**src/rtl/triram_arbiter.sv**
```systemverilog
// triram_arbiter: two-requester front end for triram.
// Serialises instruction fetch (F) and data load/store (D) onto triram's
// single access port, captures completions into per-requester result
// registers and slots MMU cache invalidation between accesses.
// Optional feature: define TRIRAM_ARB_RR_EN for round-robin arbitration;
// without it data has fixed priority over fetch.
module triram_arbiter (
  input  logic        clk,
  input  logic        rst,
  input  logic        f_req,
  input  logic [17:0] f_addr,
  output logic        f_done,
  output logic        f_pagefault,
  output logic [17:0] f_out,
  input  logic        d_req,
  input  logic        d_write,
  input  logic [17:0] d_addr,
  input  logic [17:0] d_in,
  output logic        d_done,
  output logic        d_pagefault,
  output logic [17:0] d_out,
  input  logic        inv_req,
  output logic        inv_ack,
  output logic        m_e,
  output logic        m_write,
  output logic [1:0]  m_pt,
  output logic [17:0] m_addr,
  output logic [17:0] m_in,
  input  logic        m_o,
  input  logic        m_pagefault,
  input  logic [17:0] m_out,
  output logic        m_invalidate
);

  typedef enum logic [0:0] {
    ST_IDLE = 1'b0,
    ST_BUSY = 1'b1
  } state_t;

  localparam logic OWN_F = 1'b0;
  localparam logic OWN_D = 1'b1;

  state_t      r_state;
  state_t      w_state_nxt;
  logic        r_owner;
  logic        r_owner_wr;
  logic        r_inv_pend;
  logic        r_inv_ack;
  logic        r_f_done;
  logic        r_f_pf;
  logic [17:0] r_f_out;
  logic        r_d_done;
  logic        r_d_pf;
  logic [17:0] r_d_out;
`ifdef TRIRAM_ARB_RR_EN
  logic        r_last;
`endif

  logic        w_complete;
  logic        w_idle;
  logic        w_f_elig;
  logic        w_d_elig;
  logic        w_inv_fire;
  logic        w_issue;
  logic        w_grant;

  // The m_o cycle of an outstanding access behaves as IDLE for issue and
  // invalidation; m_o seen in IDLE is ignored.
  assign w_complete = (r_state == ST_BUSY) && m_o;
  assign w_idle     = (r_state == ST_IDLE) || w_complete;

  // A requester is ignored in its own m_o cycle and in its done cycle,
  // where its req is necessarily still high from the finished access.
  assign w_f_elig = f_req && !r_f_done && !(w_complete && (r_owner == OWN_F));
  assign w_d_elig = d_req && !r_d_done && !(w_complete && (r_owner == OWN_D));

  // Invalidation only fires with nothing outstanding and blocks issue.
  assign w_inv_fire = w_idle && r_inv_pend;
  assign w_issue    = w_idle && !r_inv_pend && (w_f_elig || w_d_elig);

  // Select which eligible requester wins this cycle.
  always_comb begin
    w_grant = OWN_D;
    if (w_f_elig && w_d_elig) begin
`ifdef TRIRAM_ARB_RR_EN
      w_grant = (r_last == OWN_D) ? OWN_F : OWN_D;
`else
      w_grant = OWN_D;
`endif
    end else if (w_f_elig) begin
      w_grant = OWN_F;
    end else begin
      w_grant = OWN_D;
    end
  end

  // State register: IDLE/BUSY.
  always_ff @(posedge clk) begin
    if (rst) begin
      r_state <= ST_IDLE;
    end else begin
      r_state <= w_state_nxt;
    end
  end

  // Next state: issue enters BUSY; completion without back-to-back issue
  // returns to IDLE.
  always_comb begin
    w_state_nxt = r_state;
    case (r_state)
      ST_IDLE: begin
        if (w_issue) begin
          w_state_nxt = ST_BUSY;
        end else begin
          w_state_nxt = ST_IDLE;
        end
      end
      ST_BUSY: begin
        if (m_o) begin
          w_state_nxt = w_issue ? ST_BUSY : ST_IDLE;
        end else begin
          w_state_nxt = ST_BUSY;
        end
      end
      default: w_state_nxt = ST_IDLE;
    endcase
  end

  // Request-side outputs: triram fields driven straight from the granted
  // held request during the single issue cycle.
  always_comb begin
    m_e          = 1'b0;
    m_write      = 1'b0;
    m_pt         = 2'b00;
    m_addr       = 18'h00000;
    m_in         = 18'h00000;
    m_invalidate = w_inv_fire;
    if (w_issue) begin
      m_e = 1'b1;
      if (w_grant == OWN_D) begin
        m_write = d_write;
        m_pt    = d_write ? 2'b00 : 2'b01;
        m_addr  = d_addr;
        m_in    = d_in;
      end else begin
        m_write = 1'b0;
        m_pt    = 2'b11;
        m_addr  = f_addr;
        m_in    = 18'h00000;
      end
    end else begin
      m_e = 1'b0;
    end
  end

  // Remember who owns the outstanding access (and the last grant).
  always_ff @(posedge clk) begin
    if (rst) begin
      r_owner    <= OWN_F;
      r_owner_wr <= 1'b0;
`ifdef TRIRAM_ARB_RR_EN
      r_last     <= OWN_F;
`endif
    end else if (w_issue) begin
      r_owner    <= w_grant;
      r_owner_wr <= (w_grant == OWN_D) && d_write;
`ifdef TRIRAM_ARB_RR_EN
      r_last     <= w_grant;
`endif
    end else begin
      r_owner    <= r_owner;
      r_owner_wr <= r_owner_wr;
`ifdef TRIRAM_ARB_RR_EN
      r_last     <= r_last;
`endif
    end
  end

  // Invalidation pending flag and acknowledge; a pulse arriving while
  // pending (including the firing cycle) merges into the same flush.
  always_ff @(posedge clk) begin
    if (rst) begin
      r_inv_pend <= 1'b0;
      r_inv_ack  <= 1'b0;
    end else begin
      r_inv_ack <= w_inv_fire;
      if (w_inv_fire) begin
        r_inv_pend <= 1'b0;
      end else if (inv_req) begin
        r_inv_pend <= 1'b1;
      end else begin
        r_inv_pend <= r_inv_pend;
      end
    end
  end

  // Capture completion into the owner's result registers; done follows
  // one cycle after m_o. Data writes leave d_out untouched.
  always_ff @(posedge clk) begin
    if (rst) begin
      r_f_done <= 1'b0;
      r_f_pf   <= 1'b0;
      r_f_out  <= 18'h00000;
      r_d_done <= 1'b0;
      r_d_pf   <= 1'b0;
      r_d_out  <= 18'h00000;
    end else begin
      r_f_done <= w_complete && (r_owner == OWN_F);
      r_d_done <= w_complete && (r_owner == OWN_D);
      if (w_complete && (r_owner == OWN_F)) begin
        r_f_pf  <= m_pagefault;
        r_f_out <= m_out;
      end else begin
        r_f_pf  <= r_f_pf;
        r_f_out <= r_f_out;
      end
      if (w_complete && (r_owner == OWN_D)) begin
        r_d_pf  <= m_pagefault;
        r_d_out <= r_owner_wr ? r_d_out : m_out;
      end else begin
        r_d_pf  <= r_d_pf;
        r_d_out <= r_d_out;
      end
    end
  end

  assign f_done      = r_f_done;
  assign f_pagefault = r_f_pf;
  assign f_out       = r_f_out;
  assign d_done      = r_d_done;
  assign d_pagefault = r_d_pf;
  assign d_out       = r_d_out;
  assign inv_ack     = r_inv_ack;

endmodule

```
**config.mk**
```make
export PLATFORM = sky130hd
export DESIGN_NAME = triram_arbiter
export DESIGN_NICKNAME = d
export VERILOG_FILES = /design/src/rtl/triram_arbiter.sv
export SDC_FILE = /design/constraint.sdc
export NUM_CORES = 1
export LEC_CHECK = 0
export ABC_CLOCK_PERIOD_IN_PS = 1600
export CAP_MARGIN = 30
export CORE_AREA = 2 2 86 88
export DETAILED_ROUTE_END_ITERATION = 10
export DIE_AREA = 0 0 88 90
export PLACE_DENSITY = 0.86
export REMOVE_ABC_BUFFERS = 1
export SYNTH_ARGS = -nofsm -noshare
export SYNTH_HDL_FRONTEND = slang
export SYNTH_SLANG_ARGS = --single-unit
```
**constraint.sdc**
```tcl
create_clock -name clk -period 1.6 [get_ports clk]
set_clock_uncertainty 0.1 [all_clocks]
set_input_delay 0.16 -clock clk [delete_from_list [all_inputs] [get_ports clk]]
set_output_delay 0.16 -clock clk [all_outputs]
set_load 0.02 [all_outputs]
```
Yosys cells after proc, flatten, opt, wreduce, memory -nomap -nowiden
Cells that the tools add are included.

Input bits: 80. Flip-flop bits (word level): 45.

Bitwise logic cells: 3. Reductions and logical operators: 21. Muxes and demuxes: 14.

Operator list (count): $mux 18 (4); $logic_and 1x1->1 (12); $mux 1 (7); $logic_not 1->1 (5); $mux 2 (2); $not 1->1 (3); $logic_or 1x1->1 (2); $pmux 1 s2 (1); $reduce_and 2->1 (1); $reduce_or 2->1 (1).

Logic depth before layout (Yosys ltp)
Depth in word-level cells: 9. Depth in mapped cells: 6. Gate-level depth less buffers: 4.

Least setup slack after synthesis
No wires, ideal clock.

Path type: register -> register. Start: register r_d_done (netlist: d_done). End: register r_owner_wr. Buffers on the path: 1. Cell stages (with the launch flop): 6. Required time: 1348 ps. Clock period less this slack: 1895 ps. Arrival time: 1643 ps. Path slack: -295 ps. Cells stage by stage: dfxtp_1 nand2b_1 nand2b_1 clkbuf_1 a211oi_1 nor3_1.

Word-level cells in the longest chain between the ends: 6. Elaborated cells on any way between the ends: 8. Those cells by class: mux: 1; reduce/logical: 7.

Ends and longest elaborated chain: start, declared (RTL line 52) `logic r_d_done;`; start signal, assigned (RTL line 209) `r_d_done <= w_complete && (r_owner == OWN_D);`; $logic_not 1->1 (*) (RTL line 75) `assign w_d_elig = d_req && !r_d_done && !(w_complete && (r_owner == OWN_D));`; $logic_and 1x1->1 (*) (2 in a row) (RTL line 75); $logic_and 1x1->1 (RTL line 84) `if (w_f_elig && w_d_elig) begin`; $mux 1 (RTL line 84); $logic_and 1x1->1 (RTL line 166) `r_owner_wr <= (w_grant == OWN_D) && d_write;`; end signal, assigned (RTL line 166); end signal, assigned (RTL line 172) `r_owner_wr <= r_owner_wr;`; end, declared (RTL line 46) `logic r_owner_wr;`.

Every way passes the cells marked *; elsewhere a longest branch is shown, timed or not. A chain may end at the register's enable or synchronous reset.

Worst setup path after layout
Start: register r_d_done (netlist: d_done). End: output port m_in[0].

Word-level cells in the longest chain between the ends: 7. Elaborated cells on any way between the ends: 9. Those cells by class: mux: 3; reduce/logical: 6.

Ends and longest elaborated chain: $logic_not 1->1 (*) (RTL line 75); $logic_and 1x1->1 (*) (2 in a row) (RTL line 75); $logic_and 1x1->1 (RTL line 84); $mux 1 (RTL line 84); $mux 18 (RTL line 140) `if (w_grant == OWN_D) begin`; $mux 18 (*) (RTL line 138) `if (w_issue) begin`; end, declared (RTL line 28) `output logic [17:0] m_in,`.

Marked as above.

==> summary.md <==
| Metric | Value |
|---|---|
| Yosys top cell area share | `44.2%` |
| Largest cells by area after synthesis | `dfxtp_1 (44%), nand2_1 (17%), a21oi_1 (14%), and2_1 (5.8%), nand3_1 (4.4%)` |
| Final setup margin | `-0.388 ns` |
| Top-count cell post-synth | `nand2_1` |
| Synth top cells by count | `nand2_1 (92), a21oi_1 (57), dfxtp_1 (45)` |
| Die height | `90 µm` |
| Static Leakage | `1.71 nW` |
| Endpoints failing setup | `42` |
| Final HPWL DP | `6030 µm` |
| Antenna violations before repair | `0` |
| Register bit count reported by yosys | `45` |
| Max-cap violations | `0` |
| Leading area contributor after synthesis | `dfxtp_1` |
| Max Slew Vio Count | `0` |
| Avg Cell Area, Syn | `7.23 µm²` |
| Fill cells | `595` |
| Setup CP Type | `register to primary output` |
| Worst setup SP type | `register` |
| Die area | `0.00792 mm²` |
| P&R area growth vs syn | `114%` |
| Worst EP required | `1.34 ns` |
| Largest net degree at the start of global routing | `29` |
| Hold-fix buffers, CTS | `0` |
| H-tree depth | `2` |
| Number of buffers added on ports | `161` |
| Sequential share of the synthesized area | `44.2%` |
| Dominant synthesized flop cell | `dfxtp_1` |
| Drt wl/cell | `15.6 µm` |
| Worst Tran Pin Value | `0.424 ns` |
| RSZ-0062 raised after global routing | `true` |
| Reg clk slew, reported paths | `0.08 ns` |
| Layout net count | `548` |
| Crit Path Max Fanout | `4` |
| Fmax | `503 MHz` |
| Post-Syn Area | `0.00204 mm²` |
| Post-synth ARST share | `0%` |
| Core ar. | `0.00702 mm²` |
| Final period utilization | `124%` |
| Max VDD drop | `0.000470 V` |
| Number of distinct library cells after synthesis | `25` |
| Starting density of the core | `29.0%` |
| DRC errors left | `0` |
| Vias in the first global route | `2660` |
| EDFF count, synth | `0` |
| Vias | `2659` |
| Number of DRC markers in iteration 0 | `101` |
| CTS tree | `built` |
| GRT overflow | `0` |
| Pwr per Cell Area | `748 mW/mm²` |
| Minimum clock period | `1.99 ns` |
| Die width | `88 µm` |
| Failing checks | `negative setup slack` |
| Antenna viol nets, final | `0` |
| Fin. Hold Viols | `0` |
| CTS Sinks | `45` |
| Slew HR | `71.7%` |
| Synth warnings | `0` |
| Gp weighted congestion | `0.844` |
| WP data arrival | `1.73 ns` |
| Num CTS Buffers | `5` |
| Vias per cell | `4.68` |
| Hold crit path type | `input pin to register` |
| Num rows | `31` |
| Cell count after synthesis | `282` |
| Status | `complete, but fails checks` |
| Routed WL | `8870 µm` |
| Total chip power | `3.26 mW` |
| Clock root cell | `clkbuf_8` |
| Global Route Usage Sum | `21.3%` |
| Share of post-route cells with drive strength above 1 | `28.6%` |
| 1st-pass router iterations | `4` |
| Clock latency at the later pin of the worst-skew pair | `0.29 ns` |
| Dpl ws | `-0.795 ns` |
| Endpoint type of the worst setup path | `primary output` |
| First-pass GRT wire length | `13400 µm` |
| Max clock buf depth | `2` |
| Top Ports | `162` |
| Ant diodes | `0` |
logic make-up after synthesis:
family,after synthesis,share of synthesized area (%)
flops,45,44.2
compound gates,62,16.3
buf+inv,22,4.60
mux,1,0.491
simple gates,152,34.4
final cells by class:
cell class	count	area, µm²	share of cell area [%]
clock buffers	6	82.6	1.89
repair buffers	199	1980	45.3
flip-flops and latches	45	905	20.7
inverters	2	10.0	0.229
well taps	99	124	2.84
multi-input cells	215	1230	28.1
clock inverters	2	37.5	0.861
what timing repair did:
item / CTS / global route
gates cloned: 3 / 1
gates resized for setup: 258 / 32
setup buffers: 2 / 7
endpoints found under the setup margin: 49 / 44
pin swaps: 4 / 23
flip-flops by register name, summed over array words and instances, names as in the netlist:
signal       flops
d_out           18
f_out           18
d_done           1
d_pagefault      1
f_done           1
f_pagefault      1
inv_ack          1
r_inv_pend       1
r_owner          1
r_owner_wr       1
r_state          1
report_power, final:
part	total (mW)	leakage, nW	internal (mW)	switching [mW]
clock	0.895	0.0574	0.508	0.387
sequential	1.19	0.366	1.16	0.0279
combinational	1.18	1.29	0.629	0.547
critical path: stages (launching register included):
cell and delay [ns]:
dfxtp_2 0.34, nand2b_4 0.16, buf_6 0.12, a211oi_4 0.29, buf_4 0.17, buf_6 0.11, and2_4 0.14, buf_6 0.11
path summary, 6_finish.rpt:
kind | start | endpoint | slack, ns | cells past startpoint
max reg2reg | d_done | r_owner | -0.07 | 9
min reg2reg | d_out[9] | d_out[9] | 0.36 | 2
max | d_done | m_in[0] | -0.39 | 7
min | rst | f_done | 0.17 | 2
stage by stage:
stage	cell area (µm²)	std cells	TNS (ns)	util, %	hold WS (ns)
finish	4360	568	-12.98	62.1	0.174
CTS	4150	560	-11.49	59.2	0.143
global placement	3920	547	-33.51	55.8	0.341
floorplan	1950	262	-10.09	-	0.129
detailed placement	3920	547	-35.32	55.8	0.349
global route	4360	568	-16.40	62.1	0.186
layer usage:
layer | track usage [%] | vias to the layer above | share of wire, %
li1 | - | 1295 | -
met1 | 24.8 | 1265 | 38
met5 | 0 | - | 0
met4 | 5.51 | 0 | 1.1
met3 | 3.31 | 9 | 4.8
met2 | 39.3 | 90 | 56
layout by cell type, fill, tap and decap left out:
master	netlist	layout
a2111oi_4	0	1
a211oi_4	0	2
a21oi_1	57	47
a21oi_2	0	10
a31oi_4	0	1
and2_1	19	1
and2_4	0	18
and3b_1	1	1
buf_12	0	4
buf_2	6	1
buf_4	1	41
buf_6	0	33
bufinv_16	0	1
clkbuf_16	0	1
clkbuf_8	0	6
clkdlybuf4s50_1	0	116
clkinvlp_4	0	1
dfxtp_1	45	42
dfxtp_2	0	3
dlygate4sd2_1	0	3
inv_1	2	1
inv_4	0	1
mux2i_1	1	1
nand2_1	92	92
nand2b_1	6	1
nand2b_4	0	5
nand3_1	18	18
nand3_4	0	1
nand3b_1	2	2
nor2_1	6	6
nor2_2	1	1
nor2b_1	2	2
nor3_1	2	1
nor3_2	0	1
nor3b_4	1	1
o21ai_0	1	1
or2_4	0	1
Note: power is estimated with default switching activity, not from simulation.
